### src/rtl/pr_read_arbiter.sv
// pr_read_arbiter
// Shares one AXI read-address channel between N_REQ requesters (vertex
// stream, in-edge stream, PageRank-score reads). Each requester has a cap on
// outstanding single-beat reads so its streaming buffer is never overrun.
// R beats are steered back to their requester by rid.
//
// Ports:
//   clk, rst                  clock, synchronous active-high reset
//   req_valid/req_addr        per-requester request and line address
//   req_ready                 one-cycle grant pulse (request captured)
//   arid_m..arready_m         AXI AR channel (single beat, 8-byte size)
//   rid_m, rlast_m, rvalid_m  AXI R channel observation
//   rready_m                  always 1 (data is not buffered here)
//   resp_valid                per-requester R beat steering (combinational)
//   idle                      nothing pending and no reads outstanding
//   err                       sticky protocol error (bad rid / unexpected rlast)
module pr_read_arbiter #(
  parameter int N_REQ       = 3,
  parameter int ADDR_W      = 64,
  parameter int MAX_OUT     = 4,
  parameter int PR_PRIORITY = 1
) (
  input  logic                    clk,
  input  logic                    rst,
  input  logic [N_REQ-1:0]        req_valid,
  input  logic [N_REQ*ADDR_W-1:0] req_addr,
  output logic [N_REQ-1:0]        req_ready,
  output logic [15:0]             arid_m,
  output logic [ADDR_W-1:0]       araddr_m,
  output logic [7:0]              arlen_m,
  output logic [2:0]              arsize_m,
  output logic                    arvalid_m,
  input  logic                    arready_m,
  input  logic [15:0]             rid_m,
  input  logic                    rlast_m,
  input  logic                    rvalid_m,
  output logic                    rready_m,
  output logic [N_REQ-1:0]        resp_valid,
  output logic                    idle,
  output logic                    err
);

  localparam int IDX_W    = (N_REQ > 1) ? $clog2(N_REQ) : 1;
  localparam bit HAS_PRIO = (PR_PRIORITY != 0) && (N_REQ > 1);
  // Round-robin set: everyone, or everyone except the priority requester.
  localparam int RR_N     = HAS_PRIO ? N_REQ - 1 : N_REQ;

  typedef enum logic {ARB, ISSUE} state_t;

  state_t           state_q;
  logic [IDX_W-1:0] rr_ptr_q;
  logic [3:0]       out_cnt_q [N_REQ];
  logic [3:0]       out_cnt_d [N_REQ];
  logic [ADDR_W-1:0] addr_arr [N_REQ];

  logic [N_REQ-1:0] elig;
  logic [N_REQ-1:0] cnt_nz;
  logic [N_REQ-1:0] zero_last;
  logic             ar_fire;
  logic             rid_bad;
  logic             win_valid;
  logic [IDX_W-1:0] win_idx;
  logic [IDX_W-1:0] cand;

  assign arlen_m  = 8'd0;
  assign arsize_m = 3'b011;
  assign rready_m = 1'b1;

  assign ar_fire = arvalid_m & arready_m;
  assign rid_bad = rvalid_m && (rid_m >= 16'(N_REQ));

  genvar gi;
  generate
    for (gi = 0; gi < N_REQ; gi++) begin : g_req
      logic inc;
      logic dec;
      assign addr_arr[gi]   = req_addr[gi*ADDR_W +: ADDR_W];
      assign resp_valid[gi] = rvalid_m && (rid_m == 16'(gi));
      assign elig[gi]       = req_valid[gi] && (out_cnt_q[gi] < 4'(MAX_OUT));
      assign cnt_nz[gi]     = (out_cnt_q[gi] != 4'd0);
      // rlast with nothing outstanding is an error and must not underflow.
      assign zero_last[gi]  = resp_valid[gi] && rlast_m && !cnt_nz[gi];
      assign inc            = ar_fire && (arid_m == 16'(gi));
      assign dec            = resp_valid[gi] && rlast_m && cnt_nz[gi];
      // inc and dec together cancel, leaving the count unchanged.
      assign out_cnt_d[gi]  = out_cnt_q[gi] + {3'd0, inc} - {3'd0, dec};
    end
  endgenerate

  // Winner selection. The round-robin scan runs from the farthest candidate
  // to the nearest so the first eligible one strictly after rr_ptr wins.
  always_comb begin
    win_valid = 1'b0;
    win_idx   = '0;
    cand      = '0;
    if (HAS_PRIO && elig[N_REQ-1]) begin
      win_valid = 1'b1;
      win_idx   = IDX_W'(N_REQ - 1);
    end else begin
      for (int k = RR_N; k >= 1; k--) begin
        cand = IDX_W'((int'(rr_ptr_q) + k) % RR_N);
        if (elig[cand]) begin
          win_valid = 1'b1;
          win_idx   = cand;
        end
      end
    end
  end

  always_ff @(posedge clk) begin
    if (rst) begin
      state_q   <= ARB;
      rr_ptr_q  <= '0;
      arvalid_m <= 1'b0;
      araddr_m  <= '0;
      arid_m    <= '0;
      req_ready <= '0;
      err       <= 1'b0;
      for (int i = 0; i < N_REQ; i++) out_cnt_q[i] <= '0;
    end else begin
      req_ready <= '0;
      case (state_q)
        ARB: begin
          if (win_valid) begin
            araddr_m           <= addr_arr[win_idx];
            arid_m             <= 16'(win_idx);
            req_ready[win_idx] <= 1'b1;
            arvalid_m          <= 1'b1;
            if (int'(win_idx) < RR_N) rr_ptr_q <= win_idx;
            state_q            <= ISSUE;
          end
        end
        ISSUE: begin
          // Address and ID stay put until the slave accepts them.
          if (arready_m) begin
            arvalid_m <= 1'b0;
            state_q   <= ARB;
          end
        end
        default: state_q <= ARB;
      endcase
      err <= err | rid_bad | (|zero_last);
      for (int i = 0; i < N_REQ; i++) out_cnt_q[i] <= out_cnt_d[i];
    end
  end

  assign idle = (state_q == ARB) && !(|cnt_nz);

endmodule

### config.mk
export PLATFORM = sky130hd
export DESIGN_NAME = pr_read_arbiter
export DESIGN_NICKNAME = d
export VERILOG_FILES = /design/src/rtl/pr_read_arbiter.sv
export SDC_FILE = /design/constraint.sdc
export NUM_CORES = 1
export LEC_CHECK = 0
export ABC_AREA = 1
export CORE_AREA = 2 2 123 125
export DETAILED_ROUTE_END_ITERATION = 6
export DIE_AREA = 0 0 125 127
export PLACE_DENSITY = 0.76
export SLEW_MARGIN = 30
export SYNTH_ARGS = -nofsm -noshare
export SYNTH_HDL_FRONTEND = slang
export SYNTH_SLANG_ARGS = --single-unit
### constraint.sdc
create_clock -name clk -period 2.9 [get_ports clk]
set_clock_uncertainty 0.1 [all_clocks]
set_input_delay 0.58 -clock clk [delete_from_list [all_inputs] [get_ports clk]]
set_output_delay 0.58 -clock clk [all_outputs]
set_load 0.01 [all_outputs]
==> impl_metrics.csv <==
group,metric,value,unit
critical_path,crit_type,"input pin to flip-flop",
detailed_routing,dr.pass1.iters,4,
critical_path,path_cells,"clkdlybuf4s50_1 -> nor2_2 -> nand2_1 -> nor2_1 -> nand2_1 -> nor2_1 -> nand2_1 -> nor2_1 -> ha_1 -> inv_1 -> ha_1 -> inv_1 -> fa_1 -> xor2_1 -> nor2_1",
detailed_routing,vias,5281,
floorplanning,dieWidth,125,um
place,io_buffers,290,
sta,setup_tns,0,ns
synth,ys_ff_latch,85,
synth,synth_area_leaders,"dfxtp_1 37%, nor2_1 7.9%, a22oi_1 7.2%",
cells_and_area,nFillCells,1400,
cells_and_area,area_delta_synth_final,72.7,%
critical_path,endpoint_kind,"flip-flop",
power_and_ir_drop,ir_worst_vdd,0.240,mV
critical_path,path_max_fanout,3,
floorplanning,coreArea,0.0144,mm2
global_routing,grt_antenna_before_repair,0,
synth,synth_edf_count,0,
power_and_ir_drop,power.density,457,mW/mm2
sta,max_freq,376,MHz
cells_and_area,final_layout_size_suffix_gt1_share,5.41,%
critical_path,cp_data_arrival_time,2.78,ns
detailed_routing,finalWirelength,17.2,mm
global_routing,gr-total-overflow,0,
clock_network,cts_tree,"done",
min_path,holdPathEnd,"rr_ptr_q[0]",
clock_network,numClockSinks,85,
min_path,worstHoldPathCells,2,
global_routing,grtUsageTotal,20.7,%
synth,syn_inst,624,
critical_path,crit_top_cell,"nor2_1",
floorplanning,ioPinCount,317,
power_and_ir_drop,power.leakage,0.00309,uW
floorplanning,die_area,0.0159,mm2
detailed_routing,routedWlPerCell,15.8,um
run_status,status,"complete, no violations",
clock_network,postCtsSetupBuffers,0,
critical_path,reg2reg_slack,0.70,ns
clock_network,numCtsBuffers,9,
sta,finalMaxSlewViolations,0,
critical_path,reg2regPathDepth,11,
place,dp_hpwl,12.7,mm
sta,slew_headroom,45.2,%
floorplanning,initial_utilization,31.6,%
cells_and_area,antenna_cells,0,
sta,period_share,91.8,%
place,placedCellCount,1073,
clock_network,hold_buffers,0,
place,dpl-instance-area,0.00755,mm2
synth,async_flop_share,0,%
detailed_routing,ant_nets,0,
detailed_routing,viasPerCell,4.85,
detailed_routing,drc_errors,0,
critical_path,cp_slowest_cell,"clkdlybuf4s50_1",
synth,synth_top_flop_cell,"dfxtp_1",
clock_network,clkLatencyLatePin,0.34,ns
clock_network,htreeDepth,3,
critical_path,cp.required,3.02,ns
sta,rsz0062_at_grt,"false",
floorplanning,rows,44,
synth,synth_area_leader_cell,"dfxtp_1",
synth,synth_top_area_share,37.3,%
critical_path,worstReg2RegEnd,"out_cnt_q[0][10]",
clock_network,clk_pin_slew,0.06,ns
global_routing,grt_pass1_wl,26.1,mm
place,gp_congestion,0.829,
cells_and_area,design_area,0.00787,mm2
sta,setup_viol,0,
run,max-cap-violations,0,
synth,avgSynthCellArea,7.30,um2
sta,fin_crit,2.66,ns
sta,max_slew.worst_pin.slew,0.820,ns
detailed_routing,drt_iter0_drc,222,
min_path,hp-class,"flip-flop to flip-flop",
min_path,min_from,"rr_ptr_q[0]",
cells_and_area,layout.cells.non_filler,1089,
synth,syn-cell-area,0.00456,mm2
cells_and_area,final_util,54.5,%
critical_path,critPathMaxStageDelay,0.45,ns
sta,hold_violations,0,
floorplanning,die_h,127,um
synth,ys_warn_count,0,
global_routing,grt_max_degree,49,
synth,ys_types,34,
global_routing,grt_pass1_vias,5147,
clock_network,root_buffer,"clkbuf_16",
synth,synth-seq-area-share,37.3,%
cells_and_area,final_nets,1136,
critical_path,r2r-start,"out_cnt_q[0][10]",
clock_network,clockBufferDepth,2,
critical_path,start_kind,"input pin",
where the power goes:
part	internal (uW)	switching [uW]	total, uW
clock	689	478	1170
combinational	601	484	1090
sequential	1290	59.7	1350
state kept, by name (all words and copies together) (netlist names):
| name | count |
|---|---|
| araddr_m | 64 |
| arid_m | 2 |
| arvalid_m | 1 |
| err | 1 |
| out_cnt_q | 12 |
| req_ready | 3 |
| rr_ptr_q | 1 |
| state_q | 1 |
logic make-up (layout without fill, tap and decap cells):
kind of cell / after synthesis / after routing / share of synthesized area [%]
other cells: 2 / 26 / 0.165
xor+xnor: 3 / 3 / 0.577
flops: 85 / 85 / 37.3
simple gates: 205 / 205 / 18.4
buf+inv: 107 / 364 / 11.9
fa+ha+maj: 20 / 20 / 5.99
compound gates: 202 / 202 / 25.6
cells in the final DEF (no fill, tap or decap), types with 4 or more instances in the layout:
master | synthesis | routed
inv_1 | 36 | 36
a21oi_1 | 57 | 57
buf_4 | 31 | 13
dfxtp_1 | 85 | 85
inv_2 | 5 | 5
clkbuf_16 | 0 | 9
nor3_1 | 5 | 4
o21ai_1 | 33 | 33
conb_1 | 2 | 26
o21ai_0 | 33 | 33
clkdlybuf4s50_1 | 0 | 286
nand3_1 | 13 | 13
nand2_1 | 80 | 80
nor2_1 | 96 | 93
a22oi_1 | 44 | 44
ha_1 | 17 | 17
a31oi_1 | 32 | 32
worst max path at each step:
| stage | start | endpoint | slack (ns) | cells after the start |
|---|---|---|---|---|
| 2_1_floorplan | rid_m[3] | out_cnt_q[0][2] | 0.35 | 14 |
| 3_3_place_gp | rid_m[3] | out_cnt_q[0][2] | -0.06 | 15 |
| 3_5_place_dp | rid_m[15] | out_cnt_q[0][2] | -0.11 | 15 |
| 4_1_cts | rid_m[2] | resp_valid[1] | 0.002 | 8 |
| 5_1_grt | rid_m[2] | out_cnt_q[0][2] | 0.09 | 15 |
| 6_report | rid_m[2] | out_cnt_q[0][2] | 0.24 | 15 |
Yosys cell counts, types with 3 or more instances:
master,number
buf_1,3
ha_1,17
inv_1,36
a22oi_1,44
clkbuf_1,14
a31oi_1,32
fa_1,3
dfxtp_1,85
nand2_1,80
o21ai_0,33
nand3_1,13
buf_4,31
inv_2,5
o21ai_1,33
nor3_1,5
nor2_1,96
buf_2,16
a21oi_1,57
cell type report:
type / count / area (um2) / share of cell area, %
clock inverters: 4 / 47.5 / 0.604
multi-input cells: 456 / 2420 / 30.7
well taps: 184 / 230 / 2.93
flip-flops and latches: 85 / 1700 / 21.6
repair buffers: 306 / 3060 / 38.9
clock buffers: 12 / 246 / 3.13
inverters: 42 / 160 / 2.04
metrics by stage:
| step | power (uW) | setup slack, ns | hold slack (ns) |
|---|---|---|---|
| after floorplan | 1830 | 0.347 | 0.348 |
| after global placement | 2450 | -0.0640 | 0.363 |
| after detailed placement | 2460 | -0.113 | 0.366 |
| after CTS | 3640 | 0.00205 | 0.376 |
| after global routing | 3790 | 0.0890 | 0.401 |
| final | 3600 | 0.238 | 0.376 |
critical path: cells and delay by family:
| kind | cells | cell delay, ns |
|---|---|---|
| xor+xnor | 1 | 0.15 |
| fa+ha+maj | 3 | 0.76 |
| buf+inv | 3 | 0.56 |
| simple gates | 8 | 0.73 |
metal layers:
metal	part of all wire [%]	up-vias	GRT usage, %
li1	-	2628	-
met1	39	2408	22.8
met2	49	214	36.8
met3	8.5	31	6.16
met4	3.1	0	9.35
met5	0	-	0
timing repair:
action,in CTS,in global routing
resized for setup,0,8
endpoints found under the hold margin,0,0
setup endpoints to repair,0,3
(Power assumes the default switching activity.)
